--- src/rtl/seg_scan_ctrl.sv ---
// Multiplexed 7-segment scan controller: prescaled digit select, frame-boundary shadowing, anti-ghost gap.
// Optional decimal-point support is compiled in when SEG_SCAN_DP_EN is defined.
module seg_scan_ctrl #(
  parameter int DIGITS = 8,
  parameter int DIV    = 2500
) (
  input  logic                  clk,
  input  logic                  rst,
  input  logic [4*DIGITS-1:0]   data,
  input  logic [DIGITS-1:0]     blank,
  input  logic                  freeze,
`ifdef SEG_SCAN_DP_EN
  input  logic [DIGITS-1:0]     dp,
`endif
  output logic [DIGITS-1:0]     an,
  output logic [7:0]            seg,
  output logic                  frame_start
);

  localparam int SEL_W   = (DIGITS > 1) ? $clog2(DIGITS) : 1;
  localparam int PRESC_W = $clog2(DIV);
  localparam logic [SEL_W-1:0]   SEL_LAST   = SEL_W'(DIGITS - 1);
  localparam logic [PRESC_W-1:0] PRESC_LAST = PRESC_W'(DIV - 1);

  logic [PRESC_W-1:0]  presc;
  logic [SEL_W-1:0]    sel;
  logic [4*DIGITS-1:0] shadow_data;
  logic [DIGITS-1:0]   shadow_blank;
  logic                tick;
  logic                boundary;
  logic [3:0]          nibble;
  logic                digit_blank;
  logic                digit_dp;
  logic [6:0]          glyph;
  logic [DIGITS-1:0]   an_next;
  logic [7:0]          seg_next;

  assign tick     = (presc == PRESC_LAST);
  assign boundary = tick && (sel == SEL_LAST);

`ifdef SEG_SCAN_DP_EN
  logic [DIGITS-1:0] shadow_dp;

  always_ff @(posedge clk) begin
    if (!rst)
      shadow_dp <= '0;
    else if (boundary && !freeze)
      shadow_dp <= dp;
  end
`endif

  // Select the shadowed attributes of the digit currently being scanned.
  always_comb begin
    nibble      = '0;
    digit_blank = 1'b1;
    digit_dp    = 1'b0;
    an_next     = '1;
    for (int i = 0; i < DIGITS; i++) begin
      if (sel == SEL_W'(i)) begin
        nibble      = shadow_data[4*i +: 4];
        digit_blank = shadow_blank[i];
`ifdef SEG_SCAN_DP_EN
        digit_dp    = shadow_dp[i];
`endif
        an_next[i]  = shadow_blank[i];
      end
    end
  end

  always_comb begin
    case (nibble)
      4'h0: glyph = 7'h40;
      4'h1: glyph = 7'h79;
      4'h2: glyph = 7'h24;
      4'h3: glyph = 7'h30;
      4'h4: glyph = 7'h19;
      4'h5: glyph = 7'h12;
      4'h6: glyph = 7'h02;
      4'h7: glyph = 7'h78;
      4'h8: glyph = 7'h00;
      4'h9: glyph = 7'h10;
      4'hA: glyph = 7'h08;
      4'hB: glyph = 7'h03;
      4'hC: glyph = 7'h46;
      4'hD: glyph = 7'h21;
      4'hE: glyph = 7'h06;
      default: glyph = 7'h0E;
    endcase
    seg_next = digit_blank ? 8'hFF : {~digit_dp, glyph};
  end

  // NOTE: sequential state uses non-blocking assignments so every register samples pre-edge values.
  always_ff @(posedge clk) begin
    if (!rst) begin
      presc        <= '0;
      sel          <= '0;
      an           <= '1;
      seg          <= 8'hFF;
      frame_start  <= 1'b0;
      shadow_data  <= '0;
      // NOTE: shadows reset to blanked so the display stays dark until a real frame is captured.
      shadow_blank <= '1;
    end else begin
      presc       <= tick ? '0 : presc + 1'b1;
      frame_start <= boundary;
      if (tick)
        sel <= (sel == SEL_LAST) ? '0 : sel + 1'b1;
      if (boundary && !freeze) begin
        shadow_data  <= data;
        shadow_blank <= blank;
      end
      // The cycle after each tick is a dark gap so the previous digit never ghosts onto the next.
      if (tick) begin
        an  <= '1;
        seg <= 8'hFF;
      end else begin
        an  <= an_next;
        seg <= seg_next;
      end
    end
  end

endmodule
--- config.mk ---
export PLATFORM = sky130hd
export DESIGN_NAME = seg_scan_ctrl
export DESIGN_NICKNAME = d
export VERILOG_FILES = /design/src/rtl/seg_scan_ctrl.sv
export SDC_FILE = /design/constraint.sdc
export NUM_CORES = 1
export LEC_CHECK = 0
export ABC_AREA = 1
export CORE_MARGIN = 5
export CORE_UTILIZATION = 45
export DETAILED_ROUTE_END_ITERATION = 8
export HOLD_SLACK_MARGIN = 0.03
export PLACE_DENSITY = 0.7
export SLEW_MARGIN = 20
export SYNTH_ARGS = -nofsm -noshare
export SYNTH_HDL_FRONTEND = slang
export SYNTH_SLANG_ARGS = --single-unit
--- constraint.sdc ---
create_clock -name clk -period 3.05 [get_ports clk]
set_clock_uncertainty 0.15 [all_clocks]
set_input_delay 0.61 -clock clk [delete_from_list [all_inputs] [get_ports clk]]
set_output_delay 0.61 -clock clk [all_outputs]
set_load 0.01 [all_outputs]
## Word level (Yosys, flattened, before mapping)

Memory sizes are Yosys's and may differ from the RTL's. A register that Yosys moved wholly into a read port is not among the register bits.
Index checks and enable logic that the tools add are counted.

| storage, ports and cells | value |
|---|---|
| memories kept | 1 |
| input port bits | 43 |
| output and inout port bits | 17 |
| RAM bits | 0 |
| flip-flop bits (word level) | 65 |
| latch bits | 0 |
| memory bits (read-only) | 112 |

| operators by class | value |
|---|---|
| $mul | 0 |
| add/subtract/negate cells | 2 |
| magnitude comparators | 0 |
| shift-type cells | 0 |
| bitwise operators | 8 |
| eq/ne operators | 8 |
| div/mod/pow operators | 0 |
| mux-type cells | 17 |
| reduce and logical (&&, ||, !) cells | 13 |

Memories:

| memory | words | bits a word | read ports | clocked after memory_dff | write ports | RTL line | source |
|---|---|---|---|---|---|---|---|
| (no name shown) | 16 | 7 | 1 | 1 | 0 | 71 | `case (nibble)` |

Operators with widths:

| cell | count |
|---|---|
| 4-bit 2-to-1 mux | 8 |
| 3-bit OR reduction | 8 |
| 12-bit by 1-bit adder with 12-bit output, second input constant | 1 |
| 12-bit equality test, second input constant | 1 |
| 3-bit equality test, second input constant | 4 |
| 1-bit 2-to-1 mux | 8 |
| 1-bit inverter | 8 |
| 3-bit by 2-bit equality test with 1-bit output, second input constant | 2 |
| 3-bit by 1-bit adder with 3-bit output, second input constant | 1 |
| 3-bit by 1-bit equality test with 1-bit output, second input constant | 1 |
| 3-bit zero test | 1 |
| 3-bit 2-to-1 mux | 1 |
| 1-bit logical AND | 2 |
| 2-bit OR reduction | 1 |
| 1-bit zero test | 1 |

## Longest topological paths before layout

Gate-level depths: netlist of the first run.

| depth | value |
|---|---|
| depth in word-level cells | 10 |
| gate-level depth with buffers | 22 |

## Worst setup path before layout of the first run

Ideal clock, no wire load.

| path | value |
|---|---|
| kind | reg-to-reg |
| start point | register sel[2] |
| end point | register seg[3] |
| data required time | 2838 ps |
| arrival | 2088 ps |
| slack | 750 ps |
| stages on the path, launching flop included | 20 |
| buffers on the path | 1 |
| path through | dfxtp_1 > buf_2 > inv_2 > ha_1 > inv_1 > o21ai_0 > inv_1 > nand2_1 > nand2_1 > nand2_1 > nand2_1 > nand2_1 > nand2_1 > nand2_1 > inv_1 > ha_1 > nand3b_1 > nand2_1 > nand2_1 > nand3_1 |

| on the way | value |
|---|---|
| cells in the longest elaborated chain, start to end | 10 |
| elaborated cells between the ends (all ways) | 25 |
| classes of those cells | 7 x eq/ne; 16 x mux; 2 x reduce/logical |

Ends and longest elaborated chain:

| element | RTL line | source |
|---|---|---|
| start: declaration | 26 | `logic [SEL_W-1:0] sel;` |
| start signal: assignment | 107 | `sel <= (sel == SEL_LAST) ? '0 : sel + 1'b1;` |
| 3-bit zero test | 59 | `if (sel == SEL_W'(i)) begin` |
| 1-bit 2-to-1 mux (8 in series) | 59 |  |
| 3-bit OR reduction (no source line) | n/a |  |
| end: declaration | 16 | `output logic [7:0] seg,` |

Parallel ways exist; a longest one is shown, timed or not.
A chain may end at the register's enable or synchronous reset.

## Worst setup path in the final report of the first run

Ends and elaborated chain as after synthesis.

==> results of run 1 <==
==> flip-flops by register name, indices dropped and copies added (netlist names) <==
name          flops
presc            12
shadow_blank      8
an                8
shadow_data      32
seg               7
sel               3
frame_start       1
==> through the flow <==
stage          setup WS, ps  area [µm²]  hold slack [ps]
5_1_grt                67.8        4260              331
4_1_cts                 335        4260              308
2_1_floorplan           750        3450              274
3_5_place_dp            365        4080              296
6_report                340        4260              306
3_3_place_gp            495        4080              294
==> worst max-delay path, cell delays in order, from the launching register on <==
cell and delay [ps]:
sky130_fd_sc_hd__dfxtp_1 520, sky130_fd_sc_hd__inv_2 130, sky130_fd_sc_hd__ha_1 290, sky130_fd_sc_hd__inv_1 170
sky130_fd_sc_hd__o21ai_0 110, sky130_fd_sc_hd__inv_1 60, sky130_fd_sc_hd__nand2_1 50, sky130_fd_sc_hd__nand2_1 50
sky130_fd_sc_hd__nand2_1 50, sky130_fd_sc_hd__nand2_1 60, sky130_fd_sc_hd__nand2_1 50, sky130_fd_sc_hd__nand2_1 80
sky130_fd_sc_hd__nand2_1 120, sky130_fd_sc_hd__inv_1 140, sky130_fd_sc_hd__ha_1 250, sky130_fd_sc_hd__nand3b_1 160
sky130_fd_sc_hd__nand2_1 70, sky130_fd_sc_hd__nand2_1 40, sky130_fd_sc_hd__nand3_1 70
==> logic make-up after synthesis <==
kind of cell    Yosys count
compound gates          106
xor+xnor                  2
fa+ha+maj                13
buf+inv                  97
flops                    71
other cells               1
simple gates            180
==> worst min-delay path by stage <==
stage / slack [ps] / endpoint / cells past startpoint
final: 310 / shadow_data[17]$_SDFFE_PN0P_ / 2
after global routing: 330 / shadow_data[8]$_SDFFE_PN0P_ / 2
after CTS: 310 / shadow_data[16]$_SDFFE_PN0P_ / 2
after detailed placement: 300 / shadow_data[16]$_SDFFE_PN0P_ / 2
after global placement: 290 / shadow_data[16]$_SDFFE_PN0P_ / 2
after floorplan: 270 / an[2]$_SDFF_PP1_ / 2
==> power by group through the flow <==
stage          clock [µW]  combinational [µW]  sequential [µW]
2_1_floorplan           0                34.0              953
3_3_place_gp            0                95.1              954
3_5_place_dp            0                96.2              954
4_1_cts               712                97.1              933
5_1_grt               756                 105              932
6_report              691                95.6              933
==> routing by layer <==
metal / GRT usage (%) / wire [µm] / vias to the layer above
met5: 0 / 0 / -
li1: - / - / 1603
met4: 4.05 / 50 / 0
met3: 5.96 / 442 / 7
met2: 26.7 / 3570 / 82
met1: 21.3 / 3480 / 1327
==> synthesized netlist by cell type, drive strengths merged, types with 3 or more instances <==
master   n
nand2   99
inv     78
dfxtp   71
a21oi   54
o21ai   50
nand3   35
nor2    30
buf     15
ha      13
nor3     6
nand4    4
clkbuf   3
nor4     3
==> cell type report <==
type                            count  area [µm²]
Timing Repair Buffer               64         626
Fill cell                         722        3350
Clock buffer                       14         183
Inverter                           79         297
Tap cell                          102         128
Sequential cell                    71        1420
Multi-Input combinational cell    302        1610
==> results.ini, run 1 <==
[synth]
yosys_warnings = 0
synth_compound_area_share_pct = 17.2
post_synth_inst_count = 470
synth.top_cells.by_area = sky130_fd_sc_hd__dfxtp_1 41%, sky130_fd_sc_hd__nand2_1 10%, sky130_fd_sc_hd__inv_1 8.1%
post_synth_instance_area_um2 = 3450
synthesized_netlist_net_count = 526
synth_xor_area_share_pct = 0.507
yosys-mux-area-fraction_pct = 0
yosys.area_share.simple_pct = 23.9
ys_dominant_reg_cell = sky130_fd_sc_hd__dfxtp_1
synth_top_family_by_area = simple AND/OR/NAND/NOR gates
synth_largest_type_area_fraction_pct = 41.1
synth_adder_area_share_pct = 4.71
biggest_area_consumer_among_synthesized_cells = sky130_fd_sc_hd__dfxtp_1
postSynthAreaPerCell_um2 = 7.35
synthArstFlopShare_pct = 0
synth-seq-area-share_pct = 41.1
synth-seq-cells = 71
synth_edf_count = 0
unique_masters_post_synth = 33

[global_route]
antenna_violations_before_repair = 0
grt_first_pass_wirelength_um = 13100
grt_total_usage_pct = 16.6
grt_start_max_net_pins = 52
global_route.overflow_total = 0
number_of_global_route_vias_before_repair = 2872

[cts]
h_tree_depth = 3
max-clock-path-buffers = 2
cts_sinks = 71
clk_pin_slew_worst_paths_ps = 70
clock_tree.root_cell = sky130_fd_sc_hd__clkbuf_8
cts-hold-fix-buffers = 0
postCtsResizedCells = 0
cts-buffers-inserted = 9
clock_insertion_delay_worst_skew_ps = 350
cts.repair_timing.setup_buffer_count = 0
cts_tree = yes

[die]
row_count = 32
top_level_ports = 60
initial_standard_cell_utilization_of_the_core_pct = 45.4
chipHeight_um = 97.6
fp.dieArea_um2 = 9530
core_um2 = 7610
die_width_um = 97.6

[power]
cell_internal_pwr_uw = 1370
netSwitchingPower_uw = 354
power_uw = 1720
net_sw_share_pct = 20.6
leakagePower_uw = 0.00182
comb_power_share_pct = 5.6
ir_drop_mv = 0.317
pwr-share-seq_pct = 54.2
pwr_density_cell_nw_per_um2 = 404
clock_power_share_pct = 40.2

[job]
maxCapViolCount = 0

[worst_setup_path]
critical_path_peak_fanout = 9
critical_path.endpoint = seg[3]$_SDFF_PP1_
reg2reg_to = seg[3]$_SDFF_PP1_
rrSetupSlack_ps = 340
crit_arrival_ps = 2840
cp-start-kind = flip-flop
critPathKind = reg -> reg
worst_ep_required_time_ps = 3180
nature_of_the_critical_path_endpoint = flip-flop
worst_setup_path_startpoint = sel[2]$_SDFFE_PN0P_
worst_r2r_path_cells = 18
r2r-start = sel[2]$_SDFFE_PN0P_

[finish]
final_non_filler_cells = 632
final_common_cell = sky130_fd_sc_hd__nand2_1
final_core_utilization_pct = 56.0
area_growth_syn_to_layout_pct = 23.3
post_route_cells_drive_above_1_share_pct = 9.25
antenna_cells_inserted = 0
nNetsFinal = 583
most-common-layout-cells = 95 x sky130_fd_sc_hd__nand2_1, 75 x sky130_fd_sc_hd__inv_1, 71 x sky130_fd_sc_hd__dfxtp_1

[sta]
rsz_0062_raised_after_global_routing = false
setup_total_negative_slack_ps = 0
min_period_ps = 2710
timing.final.hold_violations = 0
timing.fmax_mhz = 369
final_setup_violation_count = 0
slew_viol_final = 0
max-slew-margin-rel_pct = 59.9
worst_pin_slew_ps = 601
min_period_over_period_pct = 88.9

[min_path]
worst_hold_startpoint = shadow_data[17]$_SDFFE_PN0P_
worstHoldPathType = reg -> reg

[drt]
detailed_route_wl_um = 7540
detail_route.first_pass.iterations = 4
drt.antenna.violating_nets = 0
dr_total_vias = 3019
drc_violations_left = 0
wl_per_cell_um = 11.9
vias_per_inst = 4.78
drt_first_iter_violations = 171

[place]
gpl.final_weighted_congestion = 0.818
placed_cells = 618
post-dp-hpwl_um = 5580
numPortBuffers = 58

[status]
outcome = completed

(Power assumes the default switching activity.)
==> run 2, diff against run 1 <==
Settings changed: CORE_UTILIZATION 45 to 53, PLACE_DENSITY 0.7 to 0.8.
==> run 2 against run 1 <==
Flip-flop and latch count did not move. Sequential power barely moved. Count of clock-buffer cells in the layout fell by 5. Global-route usage rose by 4.0 points. Utilization rose by 10 points. Combinational power rose by 2.3%. Non-clock buffer count did not move. Critical endpoint unchanged. Highest routed layer unchanged.
==> results.ini, run 2 (synthesized netlist as in run 1, its figures left out) <==
[cts]
postCtsResizedCells = 0
cts_sinks = 71
cts-hold-fix-buffers = 0
clock_tree.root_cell = sky130_fd_sc_hd__clkbuf_8
cts-buffers-inserted = 9
cts.repair_timing.setup_buffer_count = 0
clock_insertion_delay_worst_skew_ps = 340
clk_pin_slew_worst_paths_ps = 70
h_tree_depth = 3
cts_tree = yes
max-clock-path-buffers = 2

[finish]
filler_cell_count = 552
largest_registers = shadow_data (32), presc (12)
nNetsFinal = 583
area_growth_syn_to_layout_pct = 21.5
register_ranked_first_by_flip_flop_count = shadow_data
post_route_cells_drive_above_1_share_pct = 9.43
largest_register_ff_count = 32
final_common_cell = sky130_fd_sc_hd__nand2_1
final_non_filler_cells = 607
antenna_cells_inserted = 0
most-common-layout-cells = 95 x sky130_fd_sc_hd__nand2_1, 75 x sky130_fd_sc_hd__inv_1, 71 x sky130_fd_sc_hd__dfxtp_1

[sta]
setup_total_negative_slack_ps = 0
final_setup_violation_count = 0
timing.final.hold_violations = 0
worst_pin_slew_ps = 583
min_period_over_period_pct = 88.2
max-slew-margin-rel_pct = 61.1
timing.fmax_mhz = 372
rsz_0062_raised_after_global_routing = false
min_period_ps = 2690
slew_viol_final = 0

[drt]
detail_route.first_pass.iterations = 5
wl_per_cell_um = 13.2
vias_per_inst = 5.18
drc_violations_left = 0
drt.antenna.violating_nets = 0
drt_first_iter_violations = 140
detailed_route_wl_um = 8000
dr_total_vias = 3146

[die]
chipHeight_um = 90.7
initial_standard_cell_utilization_of_the_core_pct = 54.4
fp.dieArea_um2 = 8230
top_level_ports = 60
row_count = 29
die_width_um = 90.7
core_um2 = 6350

[place]
placed_cells = 593
numPortBuffers = 58
post-dp-hpwl_um = 5870
gpl.final_weighted_congestion = 0.881

[worst_setup_path]
slowest_delay_ps = 520
nature_of_the_critical_path_endpoint = flip-flop
path_common_cell = sky130_fd_sc_hd__nand2_1
critical_path.n_buffers_inverters = 4
cp-start-kind = flip-flop
worst_ep_required_time_ps = 3180
critPathKind = reg -> reg
crit_arrival_ps = 2820
critical_path_peak_fanout = 9
timing.critical_path.cells = inv_2 > ha_1 > inv_1 > o21ai_0 > inv_1 > nand2_1 > nand2_1 > nand2_1 > nand2_1 > nand2_1 > nand2_1 > nand2_1 > inv_1 > ha_1 > nand3b_1 > nand2_1 > nand2_1 > nand3_1
timing.critical_path.slowest_stage_cell = sky130_fd_sc_hd__dfxtp_1
timing.critical_path.max_delay_family = simple AND/OR/NAND/NOR gates

[power]
ir_drop_mv = 0.382
leakagePower_uw = 0.00181
pwr_density_cell_nw_per_um2 = 392

[status]
outcome = completed

[global_route]
grt_start_max_net_pins = 52
grt_total_usage_pct = 20.6
antenna_violations_before_repair = 0
global_route.overflow_total = 0
grt_first_pass_wirelength_um = 14200
number_of_global_route_vias_before_repair = 3128

[job]
maxCapViolCount = 0

[min_path]
worstHoldPathType = reg -> reg

## run 2: cell types whose count changed in the layout (fill, tap and decap cells not counted), sizes merged
cell and delta:
clkbuf -5, clkinv +4, clkinvlp +1
## run 2: worst paths after layout
kind	start	end	slack [ps]	depth (start not counted)
max	sel[2]$_SDFFE_PN0P_	seg[3]$_SDFF_PP1_	360	18
min	shadow_blank[4]$_SDFFE_PN1P_	an[4]$_SDFF_PP1_	320	2
max reg2reg	sel[2]$_SDFFE_PN0P_	seg[3]$_SDFF_PP1_	360	18
min reg2reg	shadow_blank[4]$_SDFFE_PN1P_	an[4]$_SDFF_PP1_	320	2
## run 2: report_power, final
| group | total [µW] | switching [µW] | internal [µW] |
|---|---|---|---|
| registers | 933 | 2.81 | 930 |
| logic | 97.8 | 37.5 | 60.3 |
| clock network | 613 | 333 | 280 |
| total | 1640 | 374 | 1270 |
## run 2: per-layer routing
metal / routed length [µm] / vias to the layer above / global-route usage (%)
met4: 129 / 0 / 8.31
met3: 508 / 15 / 4.50
li1: - / 1608 / -
met5: 0 / - / 0
met2: 3770 / 94 / 33.7
met1: 3580 / 1429 / 26.2
## run 2: cell type report
class | count | area, µm² | area share [%]
clock inverters | 5 | 27.5 | 0.656
clock buffers | 9 | 124 | 2.95
flip-flops and latches | 71 | 1420 | 33.9
well taps | 77 | 96.3 | 2.30
repair buffers | 64 | 626 | 14.9
multi-input cells | 302 | 1610 | 38.3
inverters | 79 | 297 | 7.07
## run 2: worst reg2reg max path, stage by stage (launching register included)
cell	delay, ps
sky130_fd_sc_hd__dfxtp_1	520
sky130_fd_sc_hd__inv_2	130
sky130_fd_sc_hd__ha_1	290
sky130_fd_sc_hd__inv_1	170
sky130_fd_sc_hd__o21ai_0	110
sky130_fd_sc_hd__inv_1	60
sky130_fd_sc_hd__nand2_1	50
sky130_fd_sc_hd__nand2_1	50
sky130_fd_sc_hd__nand2_1	50
sky130_fd_sc_hd__nand2_1	50
sky130_fd_sc_hd__nand2_1	40
sky130_fd_sc_hd__nand2_1	80
sky130_fd_sc_hd__nand2_1	110
sky130_fd_sc_hd__inv_1	140
sky130_fd_sc_hd__ha_1	250
sky130_fd_sc_hd__nand3b_1	170
sky130_fd_sc_hd__nand2_1	80
sky130_fd_sc_hd__nand2_1	50
sky130_fd_sc_hd__nand3_1	70
## run 2: per-stage QoR
| step | worst slack (ps) | power, µW | hold WS (ps) | utilization [%] | area [µm²] |
|---|---|---|---|---|---|
| after global placement | 564 | 1050 | 294 | 63.7 | 4050 |
| after detailed placement | 432 | 1050 | 299 | 63.7 | 4050 |
| after CTS | 409 | 1660 | 317 | 66.1 | 4200 |
| final | 360 | 1640 | 319 | 66.1 | 4200 |
| after global routing | 118 | 1710 | 338 | 66.1 | 4200 |
| after floorplan | 750 | 987 | 274 | - | 3450 |
==> run 3, diff against run 2 <==
Clock period 3.05 ns to 2.7 ns, I/O delays scaled along.
==> run 3 against run 2 <==
Via count fell by 0.16%. Critical path depth rose by 2. Utilization rose by 1.3 points. Largest cell class unchanged. Critical endpoint is now seg[6]$_SDFF_PP1_. Worst hold slack got worse by 9.1 ps.
==> results.ini, run 3 (synthesized netlist as in run 1, its figures left out) <==
[cts]
max-clock-path-buffers = 2
clk_pin_slew_worst_paths_ps = 70
h_tree_depth = 3
clock_tree.root_cell = sky130_fd_sc_hd__clkbuf_8
cts-buffers-inserted = 9
cts_sinks = 71
cts_tree = yes
clock_insertion_delay_worst_skew_ps = 340

[power]
power_uw = 1860
ir_drop_mv = 0.314
pwr_density_cell_nw_per_um2 = 435
leakagePower_uw = 0.00183

[finish]
final_non_filler_cells = 609
nNetsFinal = 586
antenna_cells_inserted = 0
largest_register_ff_count = 32
register_ranked_first_by_flip_flop_count = shadow_data
area_growth_syn_to_layout_pct = 23.8
final_common_cell = sky130_fd_sc_hd__nand2_1
post_route_cells_drive_above_1_share_pct = 11.7
postLayoutCellArea_um2 = 4280
filler_cell_count = 539
most-common-layout-cells = 92 x sky130_fd_sc_hd__nand2_1, 73 x sky130_fd_sc_hd__inv_1, 70 x sky130_fd_sc_hd__dfxtp_1
largest_registers = shadow_data (32), presc (12)

[drt]
routed-wl-met3_um = 513
uppermost_routed_layer = met4
m1WireLength_um = 3520
wl_per_cell_um = 13.0
detailed_route_wl_um = 7920
drt_first_iter_violations = 207
dr_total_vias = 3141
detail_route.first_pass.iterations = 5
drc_violations_left = 0
drt.antenna.violating_nets = 0
met2_wirelength_um = 3730
vias_per_inst = 5.16

[place]
post_dp_cell_area_um2 = 4080
numPortBuffers = 58
gpl.final_weighted_congestion = 0.920
post-dp-hpwl_um = 5780
placed_cells = 596

[die]
chipHeight_um = 90.7
row_count = 29
initial_standard_cell_utilization_of_the_core_pct = 54.4
core_um2 = 6350
top_level_ports = 60
die_width_um = 90.7
fp.dieArea_um2 = 8230

[sta]
timing.final.hold_violations = 0
setup_total_negative_slack_ps = 0
min_period_over_period_pct = 90.7
final_setup_violation_count = 0
timing.fmax_mhz = 409
rsz_0062_raised_after_global_routing = false
min_period_ps = 2450
slew_viol_final = 0
min_hold_slack_ps = 310

[status]
outcome = completed

[worst_setup_path]
critical_path_peak_fanout = 6
cp-start-kind = flip-flop
critPathKind = reg -> reg
worst_ep_required_time_ps = 2760
rrSetupSlack_ps = 250
crit_arrival_ps = 2510
nature_of_the_critical_path_endpoint = flip-flop

[global_route]
global_route.overflow_total = 0
antenna_violations_before_repair = 0
grt_total_usage_pct = 19.3
grt_first_pass_wirelength_um = 13200
number_of_global_route_vias_before_repair = 2938
grt_start_max_net_pins = 37

[job]
maxCapViolCount = 0

[min_path]
worstHoldPathType = reg -> reg

## run 3: cell count changes in the layout (fill, tap and decap cells not counted), sizes merged
cell	delta
clkinv	-2
clkbuf	+2
clkinvlp	-1
buf	+3
## run 3: power by group
| group | internal, µW | leakage, µW | switching [µW] |
|---|---|---|---|
| sequential | 1050 | 0.000574 | 3.25 |
| combinational | 68.0 | 0.00117 | 42.5 |
| clock | 340 | 0.0000809 | 355 |
| total | 1460 | 0.00183 | 401 |
## run 3: final cells by class
| type | instances | area, µm² | area share, % |
|---|---|---|---|
| timing repair buffer | 67 | 661 | 15.4 |
| clock inverter | 2 | 10.0 | 0.234 |
| inverter | 79 | 297 | 6.93 |
| tap | 77 | 96.3 | 2.25 |
| multi-input combinational | 302 | 1650 | 38.6 |
| sequential | 71 | 1420 | 33.3 |
| clock buffer | 11 | 141 | 3.31 |
## run 3: final timing paths
path                                     from                          end  cells past startpoint
setup / recovery          sel[0]$_SDFFE_PN0P_            seg[6]$_SDFF_PP1_                     20
hold / removal    shadow_data[1]$_SDFFE_PN0P_  shadow_data[1]$_SDFFE_PN0P_                      2
setup reg to reg          sel[0]$_SDFFE_PN0P_            seg[6]$_SDFF_PP1_                     20
hold reg to reg   shadow_data[1]$_SDFFE_PN0P_  shadow_data[1]$_SDFFE_PN0P_                      2
## run 3: critical path: stages (launching register included)
cell	delay, ps
sky130_fd_sc_hd__dfxtp_2	340
sky130_fd_sc_hd__inv_1	120
sky130_fd_sc_hd__ha_2	220
sky130_fd_sc_hd__inv_1	40
sky130_fd_sc_hd__nor2_1	140
sky130_fd_sc_hd__nand2_1	70
sky130_fd_sc_hd__nand2_1	70
sky130_fd_sc_hd__inv_1	40
sky130_fd_sc_hd__nand2_1	60
sky130_fd_sc_hd__nand2_1	60
sky130_fd_sc_hd__nand2_1	60
sky130_fd_sc_hd__nand2_1	60
sky130_fd_sc_hd__nand2_1	50
sky130_fd_sc_hd__nand2_1	50
sky130_fd_sc_hd__nand2_2	120
sky130_fd_sc_hd__inv_1	100
sky130_fd_sc_hd__ha_1	210
sky130_fd_sc_hd__nand3_1	150
sky130_fd_sc_hd__nand2_1	70
sky130_fd_sc_hd__nand2_1	70
sky130_fd_sc_hd__nand3_1	60
## run 3: through the flow
stage	setup WS [ps]	utilization (%)
after CTS	73.2	66.6
after floorplan	400	-
final	252	67.4
after detailed placement	98.8	64.3
after global placement	219	64.3
after global routing	30.6	67.4
## run 3: per-layer routing
layer	vias to the layer above	track usage (%)
met5	-	0
met4	0	8.31
met3	17	4.50
met2	86	31.2
met1	1430	24.3
li1	1608	-
## run 3: repair_timing
item	CTS	global route
gates resized for setup	0	14
setup buffers	0	0
hold buffers	0	0
setup endpoints to repair	0	7
